`src/rtl/stream_credit_tx.sv`:
```
// rtl/stream_credit_tx.sv - credit-gated stream transmitter with registered valid-only link output
module stream_credit_tx #(
    parameter type         T                = logic,
    parameter int unsigned NumCredits       = 4,
    parameter int unsigned CntWidth         = $clog2(NumCredits + 1),
    parameter bit          AssertNoOverflow = 1'b1
) (
    input  logic                clk_i,
    input  logic                rst_i,
    input  logic                src_valid_i,
    output logic                src_ready_o,
    input  T                    src_data_i,
    output logic                dst_valid_o,
    output T                    dst_data_o,
    input  logic                credit_i,
    output logic [CntWidth-1:0] credit_count_o,
    output logic                idle_o,
    output logic                credit_overflow_o
);

    localparam logic [CntWidth-1:0] CntMax = CntWidth'(NumCredits);
    localparam logic [CntWidth-1:0] CntOne = CntWidth'(1);

    if (NumCredits < 1) begin : g_bad_credits
        $fatal(1, "stream_credit_tx: NumCredits must be at least 1");
    end

    logic [CntWidth-1:0] cnt_q, cnt_d;
    logic                dst_valid_q;
    T                    dst_data_q;
    logic                ovf_q, ovf_d;
    logic                send;

    assign src_ready_o       = (cnt_q != '0);
    assign send              = src_valid_i && src_ready_o;
    assign dst_valid_o       = dst_valid_q;
    assign dst_data_o        = dst_data_q;
    assign credit_count_o    = cnt_q;
    assign idle_o            = (cnt_q == CntMax) && !dst_valid_q;
    assign credit_overflow_o = ovf_q;

    // Next credit count: a send and a returned credit cancel; an excess credit saturates and flags overflow.
    always_comb begin
        cnt_d = cnt_q;
        ovf_d = ovf_q;
        if (send && !credit_i) begin
            cnt_d = cnt_q - CntOne;
        end else if (!send && credit_i) begin
            if (cnt_q == CntMax) begin
                ovf_d = 1'b1;
            end else begin
                cnt_d = cnt_q + CntOne;
            end
        end
    end

    // State registers: credit counter, sticky overflow flag and the link output register.
    always_ff @(posedge clk_i) begin
        if (rst_i) begin
            cnt_q       <= CntMax;
            ovf_q       <= 1'b0;
            dst_valid_q <= 1'b0;
            dst_data_q  <= '0;
        end else begin
            cnt_q       <= cnt_d;
            ovf_q       <= ovf_d;
            dst_valid_q <= send;
            if (send) begin
                dst_data_q <= src_data_i;
            end
        end
    end

`ifndef SYNTHESIS
    // A stalled source must keep its beat stable until it is taken.
    a_src_stable: assert property (@(posedge clk_i) disable iff (rst_i)
        src_valid_i && !src_ready_o |=> $stable(src_valid_i) && $stable(src_data_i));

    if (AssertNoOverflow) begin : g_ovf_check
        // The receiver must never return more credits than it was given.
        a_no_overflow: assert property (@(posedge clk_i) disable iff (rst_i)
            !$rose(credit_overflow_o));
    end
`endif

endmodule

```
`config.mk`:
```
export PLATFORM = sky130hd
export DESIGN_NAME = stream_credit_tx
export DESIGN_NICKNAME = d
export VERILOG_FILES = /design/src/rtl/stream_credit_tx.sv
export SDC_FILE = /design/constraint.sdc
export NUM_CORES = 1
export LEC_CHECK = 0
export CORE_AREA = 4 4 41 43
export CTS_BUF_LIST = sky130_fd_sc_hd__clkbuf_4 sky130_fd_sc_hd__clkbuf_8 sky130_fd_sc_hd__clkbuf_16
export DETAILED_ROUTE_END_ITERATION = 10
export DIE_AREA = 0 0 45 47
export PLACE_DENSITY_LB_ADDON = 0.2
export SKIP_CTS_REPAIR_TIMING = 1
export SYNTH_ARGS = -nofsm -noshare
export SYNTH_HDL_FRONTEND = slang
export SYNTH_SLANG_ARGS = --single-unit
```
`constraint.sdc`:
```
create_clock -name clk_i -period 1.9 [get_ports clk_i]
set_input_delay 0.57 -clock clk_i [delete_from_list [all_inputs] [get_ports clk_i]]
set_output_delay 0.57 -clock clk_i [all_outputs]
set_load 0.03 [all_outputs]
```
; ---- Yosys cells after proc, flatten, opt, wreduce, memory -nomap -nowiden
; Cells that the tools add are included.
[word_totals]
reg_bits = 6
latchBits = 0
ram_bits = 0
mem_bits_ro = 0
input_bits = 5
out_inout_bits = 8
word_cells = 23
memories = 0
[op_classes]
add_sub_neg = 2
mul = 0
div_mod_pow = 0
order_cmp = 0
n_eq_ne = 2
n_shift = 0
mux = 3
bitwise_logic = 1
reduce_logical = 11
[op_table]
columns = op, count
row1 = $mux 3, 3
row2 = $logic_and 1x1->1, 4
row3 = $add 3x1->3 const B, 1
row4 = $eq 3x3->1 const B, 1
row5 = $logic_not 1->1, 3
row6 = $reduce_and 3->1, 1
row7 = $reduce_bool 3->1, 1
row8 = $sub 3x1->3 const B, 1
row9 = $ne 2x2->1 const B, 1
row10 = $reduce_and 2->1, 1
row11 = $reduce_bool 2->1, 1
row12 = $not 1->1, 1

; ---- Logic depth before layout (Yosys ltp)
[logic_depth]
word_depth = 6
ltp_mapped = 8

; ---- Worst setup path after synthesis
; OpenSTA, ideal clock, no wires.
[synth_path]
kind = register -> register
from = register cnt_q[0] (netlist: credit_count_o[0])
to = register cnt_q[2] (netlist: credit_count_o[2])
arrival_ps = 2066
t_required_ps = 1818
slack_ps = -248
path_stages_with_launch = 9
path_buffers = 0
cell_sequence = dfxtp_1 > o31ai_4 > inv_1 > ha_1 > inv_1 > fa_1 > nor2b_1 > or4_1 > o2111ai_1
[synth_via]
elab_chain_len = 6
word_cells_on_any_way = 14
[synth_lines]
columns = item, line_no
row1 = "start, declared", 28  ; logic [CntWidth-1:0] cnt_q, cnt_d;
row2 = "start signal, assigned", 60  ; cnt_q <= CntMax;
row3 = "start signal, assigned", 65  ; cnt_q <= cnt_d;
row4 = $reduce_bool 3->1 (*), 34  ; assign src_ready_o = (cnt_q != '0);
row5 = $logic_and 1x1->1 (*), 35  ; assign send = src_valid_i && src_ready_o;
row6 = net send, 32  ; logic send;
row7 = $logic_not 1->1, 48  ; end else if (!send && credit_i) begin
row8 = $logic_and 1x1->1, 48
row9 = $reduce_bool 2->1 (no line), --
row10 = $reduce_and 2->1 (no line), --
; Mark *: on every way through the listed nets, which the timed path passes. The rest lies on a longest branch. The select of a mux whose other input is x is not followed.
; A chain may end at the register's enable or synchronous reset.

; ---- Worst setup path in the final report
; Ends and elaborated chain as after synthesis.

==> flow_metrics.tcl <==
set metrics [dict create \
    cts_inserted_buffers 3 \
    portBuffers 12 \
    firstDrtPassIters 1 \
    crit_path_start "credit_count_o[0]" \
    dieArea_sq_um 2120 \
    hold_path.startpoint "credit_overflow_o" \
    finalNonFillerCells 75 \
    tightest_slew_margin_relative_to_the_limit_pct 77.3 \
    totalPowerFinal_mw 0.419 \
    rsz0062_at_grt "true" \
    drcViolationCount 0 \
    cts_sinks 6 \
    startpoint_class_of_the_critical_path "flop" \
    post_synth_xor_area_fraction_pct 0 \
    min-delay-path-class "reg2reg" \
    report.final.slew_viol_count 0 \
    postSynthAreaPerCell_sq_um 8.69 \
    synth_adder_area_share_pct 13.6 \
    dpl_worst_slack_ns -0.570 \
    drive_gt1_share_pct 31.7 \
    clock_latency_reported_for_the_late_side_of_the_worst_skew_pair_ns 0.24 \
    i_o_pin_cnt 13 \
    required_ns 2.06 \
    h-tree-depth 1 \
    worst_path_maximum_fanout 3 \
    die-height_microns 47 \
    globalplace.congestion 0.709 \
    netlist-cell-type-count 18 \
    synth_seq_area_share_pct 36.4 \
    critical_path_class "reg2reg" \
    global_route.overflow_total 0 \
    timing.critical_path.arrival_ns 2.05 \
    p_switching_mw 0.137 \
    route.antenna.remaining_nets 0 \
    power.share.combinational_pct 36.8 \
    routed_via_density 4.45 \
    swShare_pct 32.8 \
    cp_max_stage_delay_ns 0.49 \
    first_global_vias 310 \
    drt-met1-wl_microns 350 \
    power_density_over_the_cells_nw_per_um2 729 \
    critPathMostFrequentCell "sky130_fd_sc_hd__inv_1" \
    initialDrtViolationCount 0 \
    tritoncts "built" \
    synthCells 38 \
    synthToLayoutAreaGrowth_pct 73.9 \
    antenna_cell_count 0 \
    dr.max_layer_used "met3" \
    run_status "finished clean" \
    floorplan.initialDensity_pct 25.4 \
    synth.yosys.warnings 0 \
    floorplan.core_area_sq_um 1300 \
    track_usage_pct 8.47 \
    tightest_slew_ns 0.336 \
    utilization_pct 44.1 \
    vdd.ir_drop.worst_mv 0.487 \
    routed_wl_microns 809 \
    regToRegStartpoint "credit_count_o[0]" \
    p_int_mw 0.282 \
    design.final.nets 70 \
    combinational_family_with_the_most_area_after_synthesis "simple AND/OR/NAND/NOR gates" \
    synth_seq_cells 6 \
    total_of_max_cap_violations 0 \
    power_frac_seq_pct 35.6 \
    critical_path.n_buffers_inverters 3 \
    clk_pin_slew_worst_paths_ns 0.04 \
    placementRows 13 \
    worst_slack_ns 0.0122 \
    final-hold-violation-count 0 \
    period_minus_slack_ns 1.89 \
    placed_cells_incl_taps 72 \
    post-dp-hpwl_microns 614 \
    critical_path.top_delay_family "simple AND/OR/NAND/NOR gates" \
    p_clk_share_pct 27.6 \
    cts_root_buf "sky130_fd_sc_hd__clkbuf_4" \
    grt_pass1_wl_mm 1.28 \
    slowest_stage "sky130_fd_sc_hd__or4_1" \
    setup_viol 0 \
    skew_ns 0.00305 \
    worst-r2r-setup-slack_ns 0.01 \
    routed-via-count 334 \
    power.leakage_nw 0.284 \
    achievable-frequency_mhz 530 \
    post-route-period-util_pct 99.4 \
    fp.dieW_microns 45 \
    wl_per_cell_microns 10.8 \
    synthesis.area_sq_um 330 \
    area_fraction_in_compound_gates_after_synthesis_pct 17.0 \
    clock_path_buffers 2 \
    synth_nets 46 \
    antenna_violations_before_repair 0 \
    detailroute.wirelength.met2_microns 391 \
    cp_cell_sequence "o31ai_4 -> inv_1 -> ha_2 -> inv_1 -> fa_2 -> buf_4 -> nor2b_1 -> or4_1 -> o2111ai_2" \
    route.met3.wl_microns 68 \
    finalHoldWorstSlack_ns 0.466 \
    critical_path.endpoint_type "flop" \
    post_synth_mux_area_share_pct 3.03 \
    grt_max_degree 10 \
    synth-simple-area-share_pct 23.1 \
]
[cell usage in the layout (no fill, tap or decap), types with 2 or more instances in the layout]
| cell type | n |
|---|---|
| sky130_fd_sc_hd__clkbuf_4 | 3 |
| sky130_fd_sc_hd__dfxtp_1 | 3 |
| sky130_fd_sc_hd__nand2_1 | 2 |
| sky130_fd_sc_hd__nor2_1 | 5 |
| sky130_fd_sc_hd__dfxtp_2 | 3 |
| sky130_fd_sc_hd__a21oi_1 | 2 |
| sky130_fd_sc_hd__inv_1 | 6 |
| sky130_fd_sc_hd__clkdlybuf4s50_1 | 5 |
| sky130_fd_sc_hd__buf_4 | 8 |
| sky130_fd_sc_hd__dlymetal6s2s_1 | 6 |
| sky130_fd_sc_hd__or3_1 | 2 |
| sky130_fd_sc_hd__nor2b_1 | 2 |
[worst paths after layout]
check	cells past startpoint	endpoint
max	9	credit_count_o[2]
min	2	credit_overflow_o
max reg2reg	9	credit_count_o[2]
min reg2reg	2	credit_overflow_o
[flip-flops by register name, indices dropped and copies added, names as in the netlist]
signal	flops
credit_overflow_o	1
credit_count_o	3
dst_data_o	1
dst_valid_o	1
[cells in the mapped netlist (all sizes together)]
master,instances,share of area (%)
dfxtp,6,36
inv,6,6.8
nor2,6,6.8
a21oi,2,3.0
ha,2,7.6
nand2,2,2.3
nor2b,2,3.8
o21ai,2,3.0
or3,2,3.8
a31oi,1,1.9
fa,1,6.1
mux2i,1,3.0
nor3,1,1.5
nor4b,1,2.7
o2111ai,1,2.7
o31ai,1,6.4
or4,1,2.3
[power groups by stage]
stage               registers (mW)  logic, mW  clock network (mW)
floorplan                    0.174     0.0621                   0
global placement             0.152      0.153                   0
detailed placement           0.152      0.153                   0
CTS                          0.149      0.154               0.123
global route                 0.151      0.170               0.133
finish                       0.149      0.154               0.116
[stage by stage]
step,setup TNS (ns),area (sq um)
final,0,574
after global routing,-0.0855,574
after CTS,-0.941,551
after detailed placement,-1.21,528
after global placement,-1.23,528
after floorplan,-0.0621,339
[logic make-up (layout without fill, tap and decap cells)]
kind of cell,Yosys count,count (layout)
muxes,1,1
adders and majority gates,3,3
buffers and inverters,6,28
DFF,6,6
and+or+nand+nor,15,15
AOI/OAI and AO/OA,7,7
[worst min-delay path: cells and delay by family (launching register included)]
| family | cells | cell delay, ns |
|---|---|---|
| compound gates | 1 | 0.04 |
| flops | 1 | 0.32 |
| simple gates | 1 | 0.07 |
[final cells by class]
type	instances	area [sq um]
Clock buffer	3	22.5
Fill cell	145	727
Inverter	6	22.5
Multi-Input combinational cell	26	201
Sequential cell	6	124
Tap cell	15	18.8
Timing Repair Buffer	19	185
[layer usage]
| metal | GRT usage (%) | vias up |
|---|---|---|
| li1 | - | 177 |
| met1 | 10.8 | 148 |
| met2 | 12.1 | 9 |
| met3 | 6.51 | 0 |
| met4 | 0 | 0 |
| met5 | 0 | - |
Power figures use the tool's default switching activity.
